[src/rtl/nes_controller_responder_pkg.sv]
// Shared definitions for the NES gamepad responder: FSM state encoding,
// button bit positions and frame length.
package nes_pkg;

    localparam int NES_FRAME_BITS = 8;

    // Index of the last bit in a frame; the pulse that advances past it ends the frame.
    localparam logic [2:0] NES_LAST_BIT = 3'(NES_FRAME_BITS - 1);

    typedef enum logic [1:0] {
        IDLE  = 2'd0,
        LOAD  = 2'd1,
        SHIFT = 2'd2,
        DONE  = 2'd3
    } nes_state_t;

    localparam int BTN_A      = 0;
    localparam int BTN_B      = 1;
    localparam int BTN_SELECT = 2;
    localparam int BTN_START  = 3;
    localparam int BTN_UP     = 4;
    localparam int BTN_DOWN   = 5;
    localparam int BTN_LEFT   = 6;
    localparam int BTN_RIGHT  = 7;

endpackage

[src/rtl/nes_controller_responder_sync_edge.sv]
// Synchronizer plus registered edge detector for one asynchronous host pin.
// sync_out, rise and fall are mutually aligned: when rise is high, sync_out
// is already high in the same cycle. Pin-to-edge latency is SYNC_STAGES+1.
module nes_sync_edge #(
    parameter int SYNC_STAGES = 2
) (
    input  logic clk,
    input  logic reset,
    input  logic async_in,
    output logic sync_out,
    output logic rise,
    output logic fall
);

    logic [SYNC_STAGES-1:0] r_sync;
    logic                   r_prev;
    logic                   r_rise;
    logic                   r_fall;
    logic                   w_sync_last;

    assign w_sync_last = r_sync[SYNC_STAGES-1];

    // Metastability chain, delayed level and registered edge strobes.
    always_ff @(posedge clk or posedge reset) begin
        if (reset) begin
            r_sync <= '0;
            r_prev <= 1'b0;
            r_rise <= 1'b0;
            r_fall <= 1'b0;
        end else begin
            // NOTE: non-blocking assignments make each stage sample the previous
            // stage's old value; blocking here would collapse the chain into one flop.
            r_sync <= {r_sync[SYNC_STAGES-2:0], async_in};
            r_prev <= w_sync_last;
            r_rise <= w_sync_last & ~r_prev;
            r_fall <= ~w_sync_last & r_prev;
        end
    end

    assign sync_out = r_prev;
    assign rise     = r_rise;
    assign fall     = r_fall;

endmodule

[src/rtl/nes_controller_responder.sv]
// Device-side NES gamepad: captures the local buttons while the host holds
// latch high, then shifts them out active-low, one bit per host pulse rise.
// Optional build macro NES_TIMEOUT_EN adds an inactivity watchdog that
// returns to IDLE after TIMEOUT_CYCLES quiet cycles inside a frame.
module nes_controller_responder
    import nes_pkg::*;
#(
    parameter int SYNC_STAGES    = 2,
    parameter int TIMEOUT_CYCLES = 4096
) (
    input  logic       clk,
    input  logic       reset,
    input  logic       nes_latch,
    input  logic       nes_pulse,
    input  logic [7:0] buttons,
    output logic       nes_data,
    output logic       busy,
    output logic       frame_done,
    output logic [2:0] bit_index
);

    logic w_latch_sync, w_latch_rise, w_latch_fall;
    logic w_pulse_sync, w_pulse_rise, w_pulse_fall;
    logic w_timeout;

    nes_state_t r_state;
    logic [7:0] r_shreg;
    logic       r_data;
    logic       r_busy;
    logic       r_done;
    logic [2:0] r_idx;

    nes_sync_edge #(.SYNC_STAGES(SYNC_STAGES)) u_latch_sync (
        .clk      (clk),
        .reset    (reset),
        .async_in (nes_latch),
        .sync_out (w_latch_sync),
        .rise     (w_latch_rise),
        .fall     (w_latch_fall)
    );

    nes_sync_edge #(.SYNC_STAGES(SYNC_STAGES)) u_pulse_sync (
        .clk      (clk),
        .reset    (reset),
        .async_in (nes_pulse),
        .sync_out (w_pulse_sync),
        .rise     (w_pulse_rise),
        .fall     (w_pulse_fall)
    );

    // The pulse level itself carries no information beyond its edges.
    logic w_unused_pulse_level;
    assign w_unused_pulse_level = w_pulse_sync;

`ifdef NES_TIMEOUT_EN
    logic [15:0] r_idle_cnt;
    logic        w_any_edge;

    assign w_any_edge = w_latch_rise | w_latch_fall | w_pulse_rise | w_pulse_fall;
    assign w_timeout  = r_busy && !w_any_edge && (r_idle_cnt == 16'(TIMEOUT_CYCLES - 1));

    // Count quiet cycles inside a frame; any host edge restarts the count.
    always_ff @(posedge clk or posedge reset) begin
        if (reset) begin
            r_idle_cnt <= '0;
        end else if (w_any_edge || !r_busy || w_timeout) begin
            r_idle_cnt <= '0;
        end else begin
            r_idle_cnt <= r_idle_cnt + 16'd1;
        end
    end
`else
    // Without the watchdog a frame waits forever and the pulse fall is unused.
    logic w_unused_pulse_fall;
    assign w_timeout           = 1'b0;
    assign w_unused_pulse_fall = w_pulse_fall;
`endif

    // Frame FSM: latch rise always restarts, then load, shift, done.
    always_ff @(posedge clk or posedge reset) begin
        if (reset) begin
            r_state <= IDLE;
            r_shreg <= 8'hFF;
            r_data  <= 1'b1;
            r_busy  <= 1'b0;
            r_done  <= 1'b0;
            r_idx   <= 3'd0;
        end else begin
            // NOTE: frame_done defaults low every cycle so it can only ever be a one-cycle strobe.
            r_done <= 1'b0;
            if (w_latch_rise) begin
                // Wins over any simultaneous pulse edge and aborts a partial frame.
                r_state <= LOAD;
                r_shreg <= ~buttons;
                r_data  <= ~buttons[BTN_A];
                r_busy  <= 1'b1;
                r_idx   <= 3'd0;
            end else if (w_timeout) begin
                r_state <= IDLE;
                r_shreg <= 8'hFF;
                r_data  <= 1'b1;
                r_busy  <= 1'b0;
                r_idx   <= 3'd0;
            end else begin
                case (r_state)
                    LOAD: begin
                        if (w_latch_fall) begin
                            r_state <= SHIFT;
                            r_idx   <= 3'd0;
                        end else if (w_latch_sync) begin
                            // Keep tracking the buttons; the last latch-high sample is the one shifted.
                            r_shreg <= ~buttons;
                            r_data  <= ~buttons[BTN_A];
                        end
                    end
                    SHIFT: begin
                        if (w_pulse_rise) begin
                            r_shreg <= {1'b1, r_shreg[7:1]};
                            if (r_idx == NES_LAST_BIT) begin
                                r_state <= DONE;
                                r_data  <= 1'b1;
                                r_busy  <= 1'b0;
                                r_done  <= 1'b1;
                                r_idx   <= 3'd0;
                            end else begin
                                r_data <= r_shreg[1];
                                r_idx  <= r_idx + 3'd1;
                            end
                        end
                    end
                    default: begin
                        // IDLE and DONE hold; only a latch rise leaves them.
                    end
                endcase
            end
        end
    end

    assign nes_data   = r_data;
    assign busy       = r_busy;
    assign frame_done = r_done;
    assign bit_index  = r_idx;

endmodule

[config.mk]
export PLATFORM = sky130hd
export DESIGN_NAME = nes_controller_responder
export DESIGN_NICKNAME = d
export VERILOG_FILES = /design/src/rtl/nes_controller_responder_pkg.sv /design/src/rtl/nes_controller_responder_sync_edge.sv /design/src/rtl/nes_controller_responder.sv
export SDC_FILE = /design/constraint.sdc
export NUM_CORES = 1
export LEC_CHECK = 0
export BUFFER_PORTS_ARGS = -buffer_cell sky130_fd_sc_hd__buf_4
export CORE_UTILIZATION = 45
export DETAILED_ROUTE_END_ITERATION = 8
export PLACE_DENSITY = 0.66
export SLEW_MARGIN = 25
export SYNTH_ARGS = -nofsm -noshare
export SYNTH_HDL_FRONTEND = slang
export SYNTH_HIERARCHICAL = 1
export SYNTH_SLANG_ARGS = --single-unit
[constraint.sdc]
create_clock -name clk -period 3.1 [get_ports clk]
set_clock_uncertainty 0.2 [all_clocks]
set_input_delay 0.155 -clock clk [delete_from_list [all_inputs] [get_ports clk]]
set_output_delay 0.155 -clock clk [all_outputs]
set_load 0.02 [all_outputs]
==> metrics.yaml, run 1 <==
timing:
  setup_viol: 0
  period_needed_ns: 2.03
  setup_tns_ns: 0
  max_freq_mhz: 493
  finalHoldViolCount: 0
  relSlewSlack: 0.371
  worst_pin_slew_ns: 0.940
  finalMaxSlewViolations: 0
  finalCritPeriodShare: 0.654
  rsz0062_at_grt: "false"
worst_setup_path:
  worstPathMaxFanout: 12
  critPathLaunch: "u_latch_sync/rise"
  worstPathArrival_ns: 2.08
  critical_path.slowest_cell: "nor3b_2"
  end_kind: "flop"
  critical_path.max_stage_delay_ns: 0.81
  crit_type: "reg -> reg"
  rr_startpoint: "u_latch_sync/rise"
  startpoint_type: "flop"
  worstPathRequired_ns: 3.15
  crit_chain: "nor3b_2, mux2i_1, mux2_2"
  ff2ff_path_depth: 3
die:
  die_h_um: 49.7
  coreArea_um2: 2040
  row_count: 16
  start_util: 0.502
  die_w_um: 49.7
  dieArea_um2: 2470
  num_io_pins: 18
layout:
  area_growth_pct: 27.5
  drive_gt1_frac: 0.381
  layout_commonest_cell: "buf_4"
  num_antenna_cells: 0
  nFillCells: 166
  multi_input_area_um2: 363
  nets: 120
  mostFrequentLayoutCells: "buf_4, dfrtp_1, inv_1"
  register_area_um2: 611
route:
  antenna_left: 0
  viasPerCell: 4.80
  drt_first_pass_iters: 2
  drtIter0Drc: 9
  num_vias: 633
  wl_mm: 1.58
  wl_per_cell_um: 12.0
  drc: 0
clock_network:
  cts_resized: 0
  ctsHoldBuffers: 6
  numCtsBuffers: 3
  cts_max_path_buffers: 2
  clk-insertion-delay-late_ns: 0.30
  cts_sinks: 24
  h-tree-depth: 1
  post_cts.repair.setup_buffers: 0
  cts_tree: "built"
  clkTransAtPathRegs_ns: 0.13
  root_buffer: "clkbuf_4"
grt:
  grtUsageMet2: 0.268
  grt_overflow: 0
  track_usage: 0.158
  grt.met1_usage: 0.205
  busiest_layer: "met2"
  grt_pass1_wl_mm: 2.95
  grt_use_met3: 0.0185
  grt_max_degree: 16
  antenna_found_initial: 0
  grt_pass1_vias: 672
min_path:
  holdPathStages: 3
  hold_start: "buttons[6]"
  min_path_type: "in -> reg"
outcome:
  status: "complete, no violations"
power:
  peakVddDrop_uv: 401
  p_leak_nw: 0.641
  power.density_nw_per_um2: 626
  finalPower_uw: 817
yosys:
  synth_area_per_cell_um2: 13.1
  synth_area_um2: 1020
  synthCells: 78
  synth_warnings: 6
  synthesis.nets: 92
place:
  place_hpwl_mm: 1.17
  port_buffers: 17
  gp_congestion: 0.759
job:
  drv_cap: 0
[layout make-up]
class                   count  area share
clock inverters             1      0.0230
repair buffers             24       0.151
inverters                  13      0.0374
clock buffers               3      0.0172
flip-flops and latches     24       0.467
multi-input cells          40       0.278
well taps                  27      0.0259
[per-layer routing]
| metal | vias to the layer above | wire length (µm) |
|---|---|---|
| met5 | - | 0 |
| met4 | 0 | 6 |
| met2 | 11 | 785 |
| met1 | 311 | 741 |
| li1 | 309 | - |
| met3 | 2 | 47 |
[worst max-delay path: cells and delay by family, from the launching register on]
kind | cells | cell delay [ns]
flops | 1 | 0.49
mux | 2 | 0.46
simple gates | 1 | 0.81
[per-stage QoR]
| step | util | worst slack, ns | std cells | hold slack [ns] | instance area (µm²) |
|---|---|---|---|---|---|
| after global routing | 0.640 | 0.934 | 132 | 0.00302 | 1310 |
| final | 0.640 | 1.07 | 132 | 0.0188 | 1310 |
| after CTS | 0.635 | 1.05 | 131 | 0.00241 | 1300 |
| after detailed placement | 0.580 | 1.07 | 121 | -0.138 | 1180 |
| after global placement | 0.580 | 1.13 | 121 | -0.141 | 1180 |
| after floorplan | - | 1.41 | 78 | -0.279 | 1020 |
[flip-flops by register name, summed over array words and instances (netlist names)]
| register | count |
|---|---|
| r_shreg | 7 |
| u_pulse_sync/rise | 1 |
| busy | 1 |
| bit_index | 3 |
| frame_done | 1 |
| u_latch_sync/fall | 1 |
| nes_data | 1 |
| u_pulse_sync/r_sync | 2 |
| r_state | 2 |
| u_latch_sync/r_sync | 2 |
| u_latch_sync/sync_out | 1 |
| u_pulse_sync/sync_out | 1 |
| u_latch_sync/rise | 1 |
[power by group]
| group | internal (mW) | total [mW] | switching [mW] |
|---|---|---|---|
| combinational | 0.0925 | 0.170 | 0.0779 |
| sequential | 0.393 | 0.426 | 0.0334 |
| clock | 0.131 | 0.221 | 0.0904 |
[path summary, 6_finish.rpt]
| kind | end | slack (ns) |
|---|---|---|
| worst min register to register | u_pulse_sync/r_sync[1] | 0.17 |
| worst max-delay path | r_shreg[4] | 1.07 |
| min in group asynchronous | u_pulse_sync/rise | 0.08 |
| worst max register to register | r_shreg[4] | 1.07 |
| max in group asynchronous | r_shreg[6] | 2.06 |
| worst min-delay path | r_shreg[6] | 0.02 |
(Power assumes the default switching activity.)
==> run 2, diff against run 1 <==
Clock period 3.1 ns to 1.9 ns, I/O delays scaled along.
==> run 2 against run 1 <==
Net effect:
- sequential power grew 63%
- register-to-register slack lost 0.90 ns
- via count increased by 9.8%
- largest cell class unchanged
==> metrics.yaml, run 2 (synthesized netlist as in run 1, its figures left out) <==
grt:
  grt_pass1_vias: 699
  grt_pass1_wl_mm: 3.24
  antenna_found_initial: 0
  track_usage: 0.181
  grt_max_degree: 16
  grt_overflow: 0
power:
  p_sw_frac: 0.245
  p_comb_frac: 0.235
  power.density_nw_per_um2: 975
  seq_power_share: 0.502
  internal_power_mw: 1.04
  p_leak_nw: 0.696
  netSwitchingPower_uw: 338
  peakVddDrop_uv: 777
  p_clk_frac: 0.263
clock_network:
  cts_max_path_buffers: 2
  h-tree-depth: 1
  cts_sinks: 24
  clkTransAtPathRegs_ns: 0.13
  cts_resized: 0
  root_buffer: "clkbuf_4"
  cts_tree: "built"
  numCtsBuffers: 3
  clk-insertion-delay-late_ns: 0.32
die:
  num_io_pins: 18
  die_w_um: 49.7
  coreArea_um2: 2040
  row_count: 16
  start_util: 0.502
  dieArea_um2: 2470
  die_h_um: 49.7
layout:
  nFillCells: 159
  largest_reg_flops: 7
  num_antenna_cells: 0
  drive_gt1_frac: 0.397
  fin_cells: 143
  layout_commonest_cell: "buf_4"
  mostFrequentLayoutCells: "buf_4, dfrtp_1, inv_1"
  area_growth_pct: 38.0
  top_register: "r_shreg"
  nets: 131
worst_setup_path:
  startpoint_type: "flop"
  end_kind: "flop"
  worstPathRequired_ns: 1.95
  worstPathMaxFanout: 8
  worstPathArrival_ns: 1.78
  crit_type: "reg -> reg"
  ff2ff_path_depth: 5
  r2r_end: "r_shreg[7]"
  rr_startpoint: "r_state[1]"
  r2r_slack_ns: 0.17
timing:
  setup_viol: 0
  max_freq_mhz: 580
  finalMaxSlewViolations: 0
  finalCritPeriodShare: 0.908
  period_needed_ns: 1.73
  finalHoldViolCount: 0
  setup_tns_ns: 0
  relSlewSlack: 0.635
  rsz0062_at_grt: "false"
  worst_pin_slew_ns: 0.541
route:
  wl_per_cell_um: 12.0
  drt_first_pass_iters: 4
  viasPerCell: 4.86
  drc: 0
  antenna_left: 0
  num_vias: 695
  drtIter0Drc: 3
  wl_mm: 1.72
job:
  drv_cap: 0
place:
  place_hpwl_mm: 1.16
  gp_congestion: 0.681
  port_buffers: 17
  dp.cells: 125
outcome:
  status: "complete, no violations"
min_path:
  min_path_type: "in -> async"
## run 2: cell types whose count changed in the layout (fill, tap and decap cells not counted)
cell           before  now
buf_12              0    1
buf_4              17   22
dlygate4sd3_1       7   12
## run 2: power by group through the flow
stage	Sequential (mW)	Combinational (mW)	Clock, mW
5_1_grt	0.706	0.361	0.400
3_3_place_gp	0.700	0.281	0
6_report	0.693	0.323	0.363
3_5_place_dp	0.703	0.290	0
4_1_cts	0.693	0.310	0.376
2_1_floorplan	0.710	0.182	0
## run 2: through the flow
| stage | hold WS, ns | power (mW) | utilization | worst slack, ns | area, µm² |
|---|---|---|---|---|---|
| 4_1_cts | 0.0181 | 1.38 | 0.679 | 0.112 | 1390 |
| 3_3_place_gp | -0.199 | 0.981 | 0.594 | 0.179 | 1210 |
| 3_5_place_dp | -0.196 | 0.993 | 0.594 | 0.127 | 1210 |
| 5_1_grt | 0.0511 | 1.47 | 0.692 | 0.0412 | 1410 |
| 2_1_floorplan | -0.339 | 0.891 | - | 0.205 | 1020 |
| 6_report | 0.0374 | 1.38 | 0.692 | 0.174 | 1410 |
## run 2: layout make-up
cell class                 instances  area, µm²  share of cell area
multi-input combinational         40        363               0.257
tap                               27       33.8              0.0239
timing repair buffer              35        305               0.216
clock buffer                       3       22.5              0.0159
sequential                        24        611               0.432
inverter                          13       48.8              0.0345
clock inverter                     1       30.0              0.0212
## run 2: repair_timing
item,in CTS,in global routing
hold buffers,12,0
setup endpoints to repair,0,3
endpoints found under the hold margin,32,0
buffers inserted,0,2
## run 2: per-layer routing
metal / vias to the layer above / share of wire / global-route usage
li1: 336 / - / -
met1: 343 / 0.44 / 0.241
met2: 14 / 0.50 / 0.277
met3: 2 / 0.051 / 0.0710
met4: 0 / 0.0070 / 0.0429
met5: - / 0 / 0
## run 2: worst max-delay path: stages, from the launching register on
cell and delay [ns]:
dfrtp_1 0.44, nor4bb_1 0.53, nor3_4 0.07, buf_12 0.16, buf_4 0.13, mux2i_1 0.15
## run 2: how the worst max path moves through the flow
stage               start            to  slack (ns)
6_report       r_state[1]    r_shreg[7]        0.17
5_1_grt        r_state[0]    r_shreg[7]        0.04
4_1_cts        r_state[0]    r_shreg[2]        0.11
3_5_place_dp   r_state[0]      nes_data        0.13
3_3_place_gp   r_state[0]    r_shreg[4]        0.18
2_1_floorplan  r_state[0]  bit_index[0]        0.21
==> run 3, diff against run 2 <==
Settings changed: ABC_AREA set to 1.
==> run 3 against run 2 <==
Net effect:
- clock-buffer cell count unchanged
- combinational power increased by 93%
- sequential share of layout area increased by 2.3 points
- sequential cell count unchanged
- design area decreased by 5.1%
- core utilization decreased by 8.6 points
- worst setup slack improved by 0.066 ns
==> metrics.yaml, run 3 <==
outcome:
  status: "complete, no violations"
worst_setup_path:
  ff2ff_path_depth: 7
  critical_path.max_stage_delay_ns: 0.44
  r2r_slack_ns: 0.24
  startpoint_type: "flop"
  critical_path.slowest_cell: "dfrtp_1"
  r2r_end: "r_state[1]"
  worstPathRequired_ns: 1.96
  rr_startpoint: "bit_index[0]"
  cp_common_cell: "nand2_1"
  crit_chain: "ha_1, ha_1, nor2_1, nand2_1, nand3_1, nand2_1, nand2_1"
  worstPathArrival_ns: 1.72
  end_kind: "flop"
  crit_type: "reg -> reg"
  worstPathMaxFanout: 4
layout:
  drive_gt1_frac: 0.235
  num_antenna_cells: 0
  nets: 164
  mostFrequentLayoutCells: "nand2_1, buf_4, dfrtp_1"
  layout_commonest_cell: "nand2_1"
  register_area_um2: 611
  area_growth_pct: 27.3
  largest_reg_flops: 7
  multi_input_area_um2: 380
  top_register: "r_shreg"
  nFillCells: 199
power:
  peakVddDrop_uv: 692
  p_clk_frac: 0.137
  finalPower_mw: 1.65
  seq_power_share: 0.484
  internal_power_mw: 1.01
  p_comb_frac: 0.379
  netSwitchingPower_uw: 644
  power.density_nw_per_um2: 1230
  p_sw_frac: 0.390
  p_leak_nw: 0.676
timing:
  setup_viol: 0
  relSlewSlack: 0.622
  setup_ws_ns: 0.240
  finalHoldViolCount: 0
  holdWs_ns: 0.0194
  period_needed_ns: 1.66
  rsz0062_at_grt: "false"
  finalMaxSlewViolations: 0
  max_freq_mhz: 603
  setup_tns_ns: 0
  worst_pin_slew_ns: 0.566
  finalCritPeriodShare: 0.874
place:
  gp_congestion: 0.732
  place_hpwl_mm: 1.42
  pre_cts_ws_ns: 0.305
  port_buffers: 17
die:
  row_count: 17
  start_util: 0.476
  dieArea_um2: 2540
  num_io_pins: 18
  die_h_um: 50.4
  coreArea_um2: 2210
  die_w_um: 50.4
route:
  drt_first_pass_iters: 4
  antenna_left: 0
  wl_mm: 2.00
  wl_per_cell_um: 11.3
  drtIter0Drc: 19
  drc: 0
  viasPerCell: 4.66
  num_vias: 825
clock_network:
  cts_max_path_buffers: 2
  cts_resized: 0
  clkTransAtPathRegs_ns: 0.13
  cts_tree: "built"
  numCtsBuffers: 3
  cts_sinks: 24
  clk-insertion-delay-late_ns: 0.31
  root_buffer: "clkbuf_4"
  h-tree-depth: 1
grt:
  antenna_found_initial: 0
  grt_overflow: 0
  grt_max_degree: 16
  grt_pass1_wl_mm: 3.48
  grt_pass1_vias: 838
  track_usage: 0.186
yosys:
  synthCells: 118
  synthesis.nets: 132
  synth_area_um2: 1050
  synth_warnings: 6
  synth_area_per_cell_um2: 8.93
min_path:
  min_path_type: "in -> async"
job:
  drv_cap: 0
[run 3: cell count changes in the layout (fill, tap and decap cells not counted), moves of 4 or more]
cell,change
o21ai_0,+6
mux2_2,-5
buf_4,-5
nand2_1,+45
nand3_1,+4
mux2i_1,-12
nor2_1,+7
[run 3: what timing repair did]
action / in CTS / in global routing
endpoints found under the hold margin: 26 / 0
setup buffers: 0 / 0
hold buffers: 11 / 0
[run 3: through the flow]
stage / cell area, µm² / std cells / util
6_report: 1340 / 177 / 0.606
5_1_grt: 1340 / 177 / 0.606
4_1_cts: 1340 / 177 / 0.606
3_5_place_dp: 1200 / 162 / 0.545
3_3_place_gp: 1200 / 162 / 0.545
2_1_floorplan: 1050 / 118 / -
[run 3: how the worst max path moves through the flow]
stage            startpoint          to  slack [ns]  cells after the start
2_1_floorplan  bit_index[0]  r_state[1]        0.35                      7
3_3_place_gp   bit_index[0]  r_state[1]        0.39                      7
3_5_place_dp   bit_index[0]  r_state[1]        0.31                      7
4_1_cts        bit_index[0]  r_state[1]        0.27                      7
5_1_grt        bit_index[0]  r_state[1]        0.16                      7
6_report       bit_index[0]  r_state[1]        0.24                      7
[run 3: area by class of cell]
class                           count  share of cell area
Sequential cell                    24               0.455
Multi-Input combinational cell     80               0.284
Timing Repair Buffer               28               0.177
Inverter                           13              0.0382
Tap cell                           28              0.0261
Clock buffer                        3              0.0168
Clock inverter                      1             0.00280
[run 3: critical path, delay by kind of cell, from the launching register on]
kind	cells	cell delay (ns)
and+or+nand+nor	5	0.55
DFF	1	0.44
adders and majority gates	2	0.42
[run 3: per-layer routing]
metal / global-route usage / vias up / part of all wire
li1: - / 430 / -
met1: 0.238 / 372 / 0.50
met2: 0.309 / 19 / 0.45
met3: 0.0273 / 4 / 0.038
met4: 0.0880 / 0 / 0.014
met5: 0 / - / 0
[run 3: power groups by stage]
stage / combinational, mW / clock [mW] / sequential [mW]
6_report: 0.625 / 0.227 / 0.799
5_1_grt: 0.723 / 0.248 / 0.819
4_1_cts: 0.628 / 0.231 / 0.797
3_5_place_dp: 0.609 / 0 / 0.805
3_3_place_gp: 0.590 / 0 / 0.798
2_1_floorplan: 0.443 / 0 / 0.817
